## src/rtl/mul_pkg.sv

```systemverilog
// Shared constants and FSM state type for the iterative multiplier controller.
package mul_pkg;

    localparam int MULCYCLES = 8;

    typedef enum logic [1:0] {
        IDLE = 2'd0,
        RUN  = 2'd1,
        DONE = 2'd2
    } iter_state_t;

endpackage

```

## src/rtl/mul_step_cnt.sv

```systemverilog
// Iteration step counter with synchronous clear and a terminal-match compare.
module mul_step_cnt #(
    parameter int CNT_W = 4
) (
    input  logic             clk,
    input  logic             clear,
    input  logic             enable,
    input  logic [CNT_W-1:0] compare,
    output logic [CNT_W-1:0] count,
    output logic             match
);

    always_ff @(posedge clk) begin
        if (clear) begin
            count <= '0;
        end else if (enable) begin
            count <= count + CNT_W'(1);
        end
    end

    assign match = (count == compare);

endmodule

```

## src/rtl/mul_iter_ctrl.sv

```systemverilog
// Iteration controller for a multi-cycle multiplier: IDLE -> RUN (N steps) -> DONE handshake.
// Optional cancel input enabled by defining MUL_ITER_ABORT_EN.
module mul_iter_ctrl
    import mul_pkg::*;
#(
    parameter int CNT_W      = 4,
    parameter int DEF_CYCLES = mul_pkg::MULCYCLES
) (
    input  logic             clk,
    input  logic             rst,
    input  logic             start,
    input  logic [CNT_W-1:0] cycles_i,
`ifdef MUL_ITER_ABORT_EN
    input  logic             abort,
`endif
    input  logic             done_ready,
    output logic             busy,
    output logic [CNT_W-1:0] step,
    output logic             first,
    output logic             last,
    output logic             done,
    output logic             err
);

    // The counter exits at N-1, so N must fit below the all-ones count.
    if (DEF_CYCLES < 1 || DEF_CYCLES > (1 << CNT_W) - 1) begin : g_bad_def_cycles
        $error("mul_iter_ctrl: DEF_CYCLES out of range for CNT_W");
    end

    iter_state_t      state, state_nx;
    logic [CNT_W-1:0] n_q, n_nx, n_sel, n_last;
    logic [CNT_W-1:0] count;
    logic             match;
    logic             cnt_clear, cnt_en;
    logic             err_c;
    logic             abort_act;

`ifdef MUL_ITER_ABORT_EN
    assign abort_act = abort;
`else
    assign abort_act = 1'b0;
`endif

    assign n_sel  = (cycles_i == '0) ? CNT_W'(DEF_CYCLES) : cycles_i;
    assign n_last = n_q - CNT_W'(1);

    always_comb begin
        state_nx  = state;
        n_nx      = n_q;
        cnt_clear = 1'b0;
        err_c     = 1'b0;
        unique case (state)
            IDLE: begin
                if (start) begin
                    state_nx  = RUN;
                    n_nx      = n_sel;
                    cnt_clear = 1'b1;
                end
            end
            RUN: begin
                if (abort_act) begin
                    state_nx  = IDLE;
                    cnt_clear = 1'b1;
                end else begin
                    err_c = start;
                    if (match) begin
                        state_nx = DONE;
                    end
                end
            end
            DONE: begin
                if (abort_act) begin
                    state_nx  = IDLE;
                    cnt_clear = 1'b1;
                end else if (done_ready) begin
                    cnt_clear = 1'b1;
                    // Accepting a result and starting the next one share a cycle.
                    if (start) begin
                        state_nx = RUN;
                        n_nx     = n_sel;
                    end else begin
                        state_nx = IDLE;
                    end
                end else begin
                    err_c = start;
                end
            end
            default: begin
                state_nx  = IDLE;
                cnt_clear = 1'b1;
            end
        endcase
    end

    always_ff @(posedge clk) begin
        if (rst) begin
            state <= IDLE;
            n_q   <= '0;
        end else begin
            state <= state_nx;
            n_q   <= n_nx;
        end
    end

    assign cnt_en = (state == RUN) && !match && !abort_act;

    mul_step_cnt #(
        .CNT_W (CNT_W)
    ) u_step_cnt (
        .clk     (clk),
        .clear   (cnt_clear || rst),
        .enable  (cnt_en),
        .compare (n_last),
        .count   (count),
        .match   (match)
    );

    assign busy  = (state == RUN);
    assign done  = (state == DONE);
    assign step  = count;
    assign first = busy && (count == '0);
    assign last  = busy && match;
    assign err   = err_c && !rst;

endmodule

```

## config.mk

```make
export PLATFORM = sky130hd
export DESIGN_NAME = mul_iter_ctrl
export DESIGN_NICKNAME = d
export VERILOG_FILES = /design/src/rtl/mul_pkg.sv /design/src/rtl/mul_step_cnt.sv /design/src/rtl/mul_iter_ctrl.sv
export SDC_FILE = /design/constraint.sdc
export NUM_CORES = 1
export LEC_CHECK = 0
export ABC_AREA = 1
export CAP_MARGIN = 5
export CORE_UTILIZATION = 40
export DETAILED_ROUTE_END_ITERATION = 16
export PLACE_DENSITY_LB_ADDON = 0.15
export SLEW_MARGIN = 15
export SYNTH_ARGS = -nofsm -noshare
export SYNTH_HDL_FRONTEND = slang
export SYNTH_SLANG_ARGS = --single-unit
```

## constraint.sdc

```tcl
create_clock -name clk -period 3.5 [get_ports clk]
set_clock_uncertainty 0.2 [all_clocks]
set_input_delay 0.7 -clock clk [delete_from_list [all_inputs] [get_ports clk]]
set_output_delay 0.7 -clock clk [all_outputs]
set_load 0.1 [all_outputs]
```

== Yosys cells after proc, flatten, opt, wreduce, memory -nomap -nowiden ==
Cells that the tools add are included.
Word-level totals
  bits in writable memories: 0
  bits in latches: 0
  memories: 0
  flip-flop bits (word level): 10
  logic and storage cells: 38
  memory bits (read-only): 0
Cells by class
  reduce and logical (&&, ||, !) cells: 13
  bitwise operators: 0
  multiply operators: 0
  shift-type cells: 0
  equal/unequal tests: 6
  muxes and demuxes: 14
  div/mod/pow operators: 0
  add/sub/neg operators: 2
  order comparisons: 0
Operator list (count)
  2-to-1 mux 4 bit: 3
  zero test 4 bit: 2
  one-hot mux 4 bit (2 select lines): 1
  2-to-1 mux 2 bit: 3
  one-hot mux 2 bit (3 select lines): 1
  adder 4 x 1 -> 4 bit (second input constant): 1
  == test 4 bit: 1
  logical AND 1 bit: 4
  2-to-1 mux 1 bit: 4
  != test 2 bit (second input constant): 2
  subtractor 4 x 1 -> 4 bit (second input constant): 1
  one-hot mux 1 bit (3 select lines): 1
  AND reduction 3 bit: 1
  == test 2 x 1 -> 1 bit (second input constant): 1
  == test 2 bit (second input constant): 1
  zero test 1 bit: 2
  zero test 2 bit: 1
  != test 2 x 1 -> 1 bit (second input constant): 1
  one-hot mux 1 bit (2 select lines): 1
  AND reduction 2 bit: 1
  nonzero test 2 bit: 1
  logical OR 1 bit: 1

== Logic depth before layout (Yosys ltp) ==
  depth after elaboration: 5
  depth in mapped cells: 12
  mapped depth without buffers: 12

== Cells and area by module ==
A second synthesis with hierarchy kept.
Second synthesis, totals
  cell total of the unflattened synthesis: 110
  area total of the unflattened synthesis: 709.4 um^2
Modules (own cells, without submodules)
  mul_iter_ctrl: area an instance 483.0 um^2, cells an instance 76, instances 1
  mul_step_cnt: area an instance 226.5 um^2, cells an instance 34, instances 1

== Worst setup path after synthesis ==
Ideal clock, no wire load.
  path kind: register -> output
  start point: reg state[1]
  end point: out first
  path buffers: 0
  cell stages (with the launch flop): 5
  path slack: -0.920 ns
  data arrival time: 3.520 ns
  cell sequence: dfxtp_1 inv_1 ha_1 nand2_1 nor3_1
Between the ends
  longest elaborated chain between the ends: 2
RTL lines
  start, declared: line mul_iter_ctrl.sv:30  | iter_state_t state, state_nx;
  start signal, assigned: line mul_iter_ctrl.sv:100  | state <= state_nx;
  == test 2 x 1 -> 1 bit: line mul_iter_ctrl.sv:118  | assign busy = (state == RUN);
  net busy: line mul_iter_ctrl.sv:17  | output logic busy,
  logical AND 1 bit: line mul_iter_ctrl.sv:121  | assign first = busy && (count == '0);
  end, declared: line mul_iter_ctrl.sv:19  | output logic first,
The timed path passes the listed nets, and every way through them passes these cells.

== Final worst setup path ==
  start point: reg n_q[0]
  end point: out last
Between the ends
  longest elaborated chain between the ends: 3
RTL lines
  start, declared: line mul_iter_ctrl.sv:31  | logic [CNT_W-1:0] n_q, n_nx, n_sel, n_last;
  start signal, assigned: line mul_iter_ctrl.sv:101  | n_q <= n_nx;
  subtractor 4 x 1 -> 4 bit: line mul_iter_ctrl.sv:45  | assign n_last = n_q - CNT_W'(1);
  == test 4 bit: line mul_step_cnt.sv:21  | assign match = (count == compare);
  logical AND 1 bit: line mul_iter_ctrl.sv:122  | assign last = busy && match;
  end, declared: line mul_iter_ctrl.sv:20  | output logic last,
No other way between the ends.

==> metrics.txt <==
clk sink count=10; core area=1590 um2; DIE WIDTH=between 40 and 50 um; routed wire length=approximately 1400 um; top cells by count, synth=26 x nand2_1, 17 x inv_1, 10 x dfxtp_1; All-Layer GR Usage=0.163; Worst-path clk slew=approximately 0.07 ns; post-synthesis register bit count=10; Placed Instances=~140; clk_lat worst skew=roughly 0.27 ns; HPWL after DPL=between 1000 and 1500 um; clock root cell=clkbuf_4; syn avg cell area=6.97 um2; number of synthesized flops with an enable pin=0; area delta synth->final=31.2%; Int Pwr=0.000366 W; Design Power=between 0.0008 and 0.0009 W; outcome=complete, no violations; fin cells=roughly 150; most frequent cell after synthesis=nand2_1; final worst path period share=0.773; initial antenna violation count=0; Hold Fails Final Rpt=0; DRT Pass-1 Iters=4; Cell Area, Placed=approximately 900 um2; fin crit period=between 2 and 3 ns; post-synthesis sequential area ratio=0.279; distinct cell type count after synthesis=20; IO Port Bufs=16; average via count per standard cell=around 4.7; largest net degree at the start of global routing=9; Final ANT Viol Nets=0; worst-margin pin slew=between 0.3 and 0.4 ns; Die H=roughly 44 um; clk buf depth=2; RSZ-0062 raised after global routing=no; CP startpoint kind=flop; Final Wtd Congestion=about 0.86; Max transition margin=0.760; maxcap violations=0; Post-Syn Area=between 700 and 800 um2; routed via count=695; Setup Viol. Count Final=0; CTS resizes=0; Leak=~0.44 nW; asr flop ratio synth=0; worst vdd ir=roughly 560 uV; Synth Area in Simple Gates=0.329; post-synthesis compound-gate area fraction=0.127; Tightest Hold Check Type=flop to flop; first-pass GRT wire length=2260 um; Fin Hold WS=0.296 ns; Initial Utilization=0.451; Syn Nets=118; cell taking the most area after synthesis=dfxtp_1; H-tree depth=1; Logic pwr share=0.655; Switching Fraction=0.551; Crit Path Max Fanout=6; CTS tree=done; num rows=14; largest family of logic cells by synthesized area=simple AND/OR/NAND/NOR gates; switching pwr=~0.00045 W; Critical Path AT=~1.8 ns; warnings from Yosys=0; synth top area cells=dfxtp_1 28%, nand2_1 14%, ha_1 12%; # Post-CTS Setup Buffers=0; total grt overflow=0; vias in the first global route=about 570; die area=around 2000 um2; Fmax=about 0.37 GHz; CP endpoint kind=primary output; Ports=17; mux cell area share after synthesis=0; FF-to-FF path depth=8; Inserted Diodes=0; clock power share=0.129; Slew Viols, Final=0; Cell Pwr Density=between 800 and 900 nW/um2; WHS Path Cells=2; Post-Synth Adder-Cell Area=0.122; cts bufs inserted=3; Layout Utilization=0.591; Synth Area in XOR/XNOR=0.0488; FILL cells=between 150 and 200; Post-CTS Hold Fix Bufs=0; Yosys top cell area share=0.279; share of layout cells above drive strength 1=0.195; Setup CP Type=flop to primary output; Iter 0 DRT Violations=8; fin area=~940 um2; DR WL/cell=approximately 9.3 um; worst path required time=2.60 ns; sequential share of power=0.216; Gate Count Post-Synth=about 100; post-route DRC violation count=0; top_reg_cell synth=dfxtp_1; Final Net Count=roughly 140
[power by group through the flow]
stage	Clock, W	Combinational [W]	Sequential [W]
4_1_cts	0.000108	0.000536	0.000177
2_1_floorplan	0	0.000413	0.000206
3_5_place_dp	0	0.000535	0.000180
6_report	0.000105	0.000533	0.000176
3_3_place_gp	0	0.000529	0.000178
5_1_grt	0.000111	0.000582	0.000182
[layer usage]
metal / vias to the layer above / routed length (um) / global-route usage
met2: 15 / 626 / 0.271
li1: 368 / - / -
met5: - / 0 / 0
met1: 308 / 646 / 0.178
met4: 0 / 36 / 0.109
met3: 4 / 57 / 0.0490
[layout make-up]
type / count / area [um2] / share of cell area
Tap cell: 24 / 30.0 / 0.0319
Multi-Input combinational cell: 75 / 458 / 0.486
Clock buffer: 4 / 36.3 / 0.0385
Timing Repair Buffer: 16 / 150 / 0.159
Sequential cell: 10 / 200 / 0.212
Inverter: 18 / 67.6 / 0.0717
[registers in the layout, indices dropped and copies added (netlist names)]
name	count
n_q	4
state	2
u_step_cnt.count	4
[kinds of logic after synthesis]
| kind of cell | after synthesis |
|---|---|
| AND/OR/NAND/NOR | 48 |
| buffers and inverters | 18 |
| AO/OA/AOI/OAI | 16 |
| flip-flops | 10 |
| adder cells (fa/ha/maj) | 7 |
| XOR/XNOR | 4 |
[placed cells by master (no fill, tap or decap), types with 2 or more instances in the layout]
cell type,count
clkdlybuf4s50_1,7
nor2_1,4
ha_1,7
buf_4,8
inv_1,17
nand2_2,2
xnor2_1,2
o21ai_0,5
clkbuf_4,3
nand2_1,26
nand3_1,7
dfxtp_1,10
xor2_1,2
a21oi_2,2
a21oi_1,8
nand4_1,2
[worst max-delay path, cell delays in order (launching register included)]
cell     delay (ns)
dfxtp_1        0.36
inv_1          0.09
ha_1           0.31
xnor2_1        0.16
nor2_4         0.11
nand3_4        0.12
nor2_2         0.09
buf_4          0.29
[per-stage QoR]
step           setup TNS (ns)  setup slack [ns]
2_1_floorplan          -0.104            -0.104
3_3_place_gp                0             0.936
3_5_place_dp                0             0.890
4_1_cts                     0             0.778
5_1_grt                     0             0.715
6_report                    0             0.793
[final timing paths]
| kind | startpoint | slack [ns] | endpoint |
|---|---|---|---|
| max | n_q[0]$_SDFFE_PP0P_ | 0.79 | last |
| min | n_q[1]$_SDFFE_PP0P_ | 0.30 | n_q[1]$_SDFFE_PP0P_ |
| max reg2reg | n_q[0]$_SDFFE_PP0P_ | 1.73 | state[0]$_SDFFE_PP0P_ |
| min reg2reg | n_q[1]$_SDFFE_PP0P_ | 0.30 | n_q[1]$_SDFFE_PP0P_ |
(Power assumes the default switching activity.)
==> RTL edit 1 (same settings) <==
Take the reset off `n_q` and load it in a clocked block of its own.
--- a/src/rtl/mul_iter_ctrl.sv
+++ b/src/rtl/mul_iter_ctrl.sv
@@ -96,9 +96,11 @@
         if (rst) begin
             state <= IDLE;
-            n_q   <= '0;
         end else begin
             state <= state_nx;
-            n_q   <= n_nx;
         end
+    end
+
+    always_ff @(posedge clk) begin
+        n_q <= n_nx;
     end
 
Check against the original RTL: no difference found for any inputs over 10 cycles, from zero or initial values and one cycle with rst high; that may be too few to reach the edited logic, so the function may still have changed.
==> RTL edit 1 against the unedited design <==
- largest power group unchanged
- total power decreased by 8.3%
- count of clock-buffer cells in the layout shrank 1
- critical path depth is 2 higher
- synthesized area increased by 2.3%
- highest routed layer unchanged
- setup slack worse by 0.039 ns
- design area down 0.40%
- routed wire length down 0.44%
- sequential cell count stayed put
- sequential share of layout area rose by 4.4 points
==> RTL edit 1: results (changes against the unedited design) <==
Parameter                              Value

Timing
  Minimum hold slack    0.338 ns (+0.0420 ns)
  Final critical-path share of the clock period    78.5% (+1.1 points)
  Final Slew Violations    0 (unchanged)
  Transition time of the tightest slew-check pin    0.359 ns (-0.000845 ns)

Global route
  First-pass GRT wire length    2470 um (+9.5%)
  Number of global-route vias before repair    627 (+9.4%)
  Maximum number of pins on one net before global-route repair    9 (unchanged)
  Overall fraction of global-route tracks in use    16.9% (+0.58 points)
  Number of antenna violations at the first check in global routing    0 (unchanged)

Clocking
  Setup Fix Bufs, Post-CTS    0 (unchanged)
  Count of H-tree levels built during CTS    1 (unchanged)
  Cell at the root of the clock tree    clkbuf_4
  Clock-pin transition on the worst setup and hold timing paths    0.07 ns (about the same)
  Clock latency on the worst-skew pair    between 0.2 and 0.3 ns
  Max clock buf depth    2 (unchanged)
  Post-CTS Resized    0 (unchanged)
  TritonCTS buffer count    3 (unchanged)

Logic synthesis
  Number of flops mapped to enable cells by yosys    4 (+4)
  Gate count of the mapped netlist    105 (+1.9%)
  Leading register cell type out of synthesis    dfxtp_1
  Post-Syn Nets    120 (+1.7%)
  Warnings, synthesis    0 (unchanged)
  Sequential share of the synthesized area    32.7% (+4.8 points)
  Yosys cell types    20 (unchanged)
  Leading cell types by count after synthesis    nand2_1 (33), inv_1 (17), nand3_1 (8)
  Async set-reset flop share out of synthesis    0% (unchanged)
  Top cells by area, synth    nand2_1 (17%), dfxtp_1 (16%), edfxtp_1 (16%)

Pwr
  Leakage power of the design    0.459 nW (+4.9%)
  Maximum vdd drop    0.000386 V (-31%)

Worst hold path
  Type of the most critical hold path    reg -> reg
  Count of cells along the worst hold path    2 (unchanged)
  End point of the worst hold path    state[1]$_SDFFE_PP0P_
  Origin of the worst min-delay path    state[1]$_SDFFE_PP0P_

Place
  Worst slack after detailed placement    0.923 ns (+0.0335 ns)
  Global placement routability congestion    0.823 (-4.4%)
  HPWL after DPL    1110 um (+0.16%)
  Standard cell area after detailed placement    912 um^2 (+0.69%)

Critical path
  Data arrival time of the critical path    1.85 ns (+0.04 ns)
  Critical R2R Launch    n_q[0]$_SDFFCE_PN0P_
  Worst reg2reg path depth    11 (+3)
  Peak fanout along the critical path    6 (unchanged)
  Slack of the worst reg-to-reg path    1.71 ns (-0.02 ns)

Routing
  Drt drc    0 (unchanged)
  Average wire per standard cell    9.25 um (-0.44%)
  Via count normalized by instance count    4.70 (-0.58%)
  Iter 0 DRT Violations    14 (+6)
  1st-pass router iterations    4 (unchanged)

Final layout
  Layout Cells excl Fill    147 (unchanged)
  Ant. Diodes    0 (unchanged)
  Fraction of layout cells with a size suffix above 1    18.0% (-1.5 points)
  Number of fill cells in the layout    173 (+6.8%)
  Biggest registers after layout    n_q: 4 flops, u_step_cnt.count: 4 flops, state: 2 flops

Status
  Result of the run    finished clean
RTL edit 1: cell types whose count changed in the layout (fill, tap and decap cells not counted), sizes merged:
cell,unedited run,this run
nand2,29,35
xnor2,2,1
o31a,1,0
a21oi,10,6
nor2,6,5
or2,0,1
clkbuf,4,3
clkinv,0,1
o21ai,5,2
inv,18,20
dfxtp,10,6
edfxtp,0,4
RTL edit 1: area by class of cell:
type	instances	area [um^2]	share of cell area (%)
Sequential cell	10	240	25.6
Clock buffer	3	22.5	2.40
Multi-Input combinational cell	72	415	44.3
Clock inverter	1	3.75	0.400
Timing Repair Buffer	16	150	16.0
Tap cell	25	31.3	3.33
Inverter	20	75.1	8.00
RTL edit 1: logic make-up after synthesis:
family	Yosys count	synth area share [%]
adder cells (fa/ha/maj)	7	11.9
XOR/XNOR	3	3.58
AO/OA/AOI/OAI	8	5.45
AND/OR/NAND/NOR	54	34.6
flip-flops	10	32.7
buffers and inverters	23	11.8
RTL edit 1: layer usage:
metal,global-route usage [%],vias up,wire length [um]
li1,-,364,-
met1,20.8,308,625
met2,26.8,17,670
met3,3.60,2,52
met4,10.9,0,10
met5,0,-,0
RTL edit 1: worst max-delay path: stages (launching register included):
cell and delay, ns:
edfxtp_1 0.40, inv_1 0.07, ha_1 0.30, inv_1 0.04
nand2_1 0.07, nand2_2 0.06, nor2_4 0.12, nand3_4 0.13
nor2_2 0.10, buf_4 0.29
RTL edit 1: power breakdown:
group	total [mW]	leakage (nW)	switching [mW]	internal, mW
Clock	0.0838	0.0154	0.0427	0.0411
Combinational	0.481	0.357	0.348	0.133
Sequential	0.182	0.0869	0.0256	0.156
Total	0.747	0.459	0.417	0.330
RTL edit 1: worst max path at each step:
stage / startpoint / end / cells past startpoint
detailed placement: done_ready / err / 7
global placement: done_ready / err / 7
global route: n_q[0]$_SDFFCE_PN0P_ / last / 8
floorplan: state[1]$_SDFFE_PP0P_ / first / 4
CTS: n_q[0]$_SDFFCE_PN0P_ / last / 9
finish: n_q[0]$_SDFFCE_PN0P_ / last / 9
==> RTL edit 2 (same settings) <==
Made on the original files. Change the package constant `MULCYCLES` from 8 to 7.
--- a/src/rtl/mul_pkg.sv
+++ b/src/rtl/mul_pkg.sv
@@ -2,5 +2,5 @@
 package mul_pkg;
 
-    localparam int MULCYCLES = 8;
+    localparam int MULCYCLES = 7;
 
     typedef enum logic [1:0] {
Formal check against the unedited RTL: not equivalent (Yosys sat finds a counterexample within 10 cycles, from zero or initial values and one cycle with rst high).
==> RTL edit 2 against the unedited design <==
- setup slack worse by 0.012 ns
- sequential cell count stayed put
- synthesized area is 1.0% higher
- routed wire length is 2.1% lower
- count of clock-buffer cells in the layout is 1 lower
- sequential share of layout area is 0.29 points higher
- clock power is 32% lower
- hold slack better by 0.033 ns
- design area is 1.3% lower
- die area is 0.99% higher
- first-iteration DRC count is 100% higher
- global-route usage is 0.46 points lower
- highest routed layer unchanged
- total power is 6.3% lower
==> RTL edit 2: results (changes against the unedited design) <==
Parameter                              Value

Place
  DP Cell Count    149 (+4.2%)
  Standard cell area after detailed placement    907 um^2 (+0.14%)
  HPWL after DPL    1150 um (+3.9%)

Logic synthesis
  Leading cell types by count after synthesis    nand2_1 (28), inv_1 (19), dfxtp_1 (10)
  Area share of xor/xnor cells in the synthesized design    6.03% (+1.2 points)
  Compound-cell area share of the yosys netlist    12.2% (-0.48 points)
  Post-Syn Nets    124 (+5.1%)
  Share of synthesized area spent on multiplexers    0% (unchanged)
  Yosys cell types    19 (-5.0%)
  Average footprint of a synthesized cell    6.66 um^2 (-4.5%)
  Adder and majority cell fraction of the synthesized area    12.1% (-0.13 points)

Timing
  Remaining max-slew budget at the tightest pin    81.4% (+5.4 points)

Clocking
  Clock latency on the worst-skew pair    0.25 ns (-0.02 ns)
  Clock-pin transition on the worst setup and hold timing paths    0.05 ns (-0.02 ns)

Routing
  Iter 0 DRT Violations    16 (+8)
  Via count normalized by instance count    4.52 (-4.4%)
  Detailed-route wire length    1340 um (-2.1%)

Pwr
  Maximum vdd drop    0.000369 V (-34%)
  Switching part of the total power    56.4% (+1.3 points)
  Leakage power of the design    0.476 nW (+8.7%)

Global route
  Overall fraction of global-route tracks in use    15.9% (-0.46 points)
  Number of global-route vias before repair    568 (-0.87%)
  Maximum number of pins on one net before global-route repair    8 (-1)
  First-pass GRT wire length    2260 um (+0.31%)

Final layout
  Fraction of layout cells with a size suffix above 1    15.7% (-3.8 points)
  Final layout net count    144 (+3.6%)

Critical path
  Category of cells accounting for the largest share of critical-path delay    simple AND/OR/NAND/NOR gates
  Peak fanout along the critical path    4 (-2)

Status
  Result of the run    finished clean
==> RTL edit 2: cell types whose count changed after synthesis, sizes merged, moves of 2 or more <==
cell and change:
a31oi +3, a21oi -2, inv +3, nand2 +2
==> RTL edit 2: path summary, 6_finish.rpt <==
check	depth (start not counted)	startpoint	endpoint	slack (ns)
min	2	n_q[3]$_SDFFE_PP0P_	n_q[3]$_SDFFE_PP0P_	0.33
max reg2reg	10	n_q[0]$_SDFFE_PP0P_	state[0]$_SDFFE_PP0P_	1.74
max	8	n_q[0]$_SDFFE_PP0P_	last	0.78
min reg2reg	2	n_q[3]$_SDFFE_PP0P_	n_q[3]$_SDFFE_PP0P_	0.33
==> RTL edit 2: routing by layer <==
layer / routed length (um) / global-route usage [%] / vias up
met5: 0 / 0 / -
met4: 24 / 10.9 / 0
met3: 47 / 2.45 / 4
met2: 639 / 24.4 / 16
met1: 625 / 20.2 / 287
li1: - / - / 380
==> RTL edit 2: layout make-up <==
type | instances | area (um^2)
clock buffer | 3 | 22.5
fill | 180 | 778
inverter | 21 | 78.8
multi-input combinational | 77 | 447
sequential | 10 | 200
tap | 25 | 31.3
timing repair buffer | 16 | 150
==> RTL edit 2: metrics by stage <==
stage	setup slack (ns)	utilization, %
2_1_floorplan	-0.0471	-
3_3_place_gp	0.936	53.1
3_5_place_dp	0.920	53.1
4_1_cts	0.762	54.4
5_1_grt	0.643	54.4
6_report	0.781	54.4
==> RTL edit 2: power by group through the flow <==
stage,sequential [mW],clock (mW),combinational [mW]
after global routing,0.186,0.0833,0.569
after floorplan,0.206,0,0.397
final,0.179,0.0713,0.513
after global placement,0.182,0,0.511
after CTS,0.180,0.0753,0.517
after detailed placement,0.182,0,0.516
==> RTL edit 2: cells by family (layout without fill, tap and decap cells) <==
| family | after synthesis | count (layout) |
|---|---|---|
| buf+inv | 22 | 40 |
| xor+xnor | 5 | 5 |
| fa+ha+maj | 7 | 7 |
| compound gates | 17 | 17 |
| simple gates | 48 | 48 |
| flops | 10 | 10 |
==> RTL edit 2: worst register-to-register path, cell delays in order (launching register included) <==
cell and delay (ns):
dfxtp_1 0.35, inv_1 0.08, ha_1 0.30, xor2_1 0.13, nand2_1 0.10, nor2_4 0.15
nand2_4 0.08, nand2_4 0.09, nand3_1 0.07, nand2_1 0.06, nor2_1 0.04
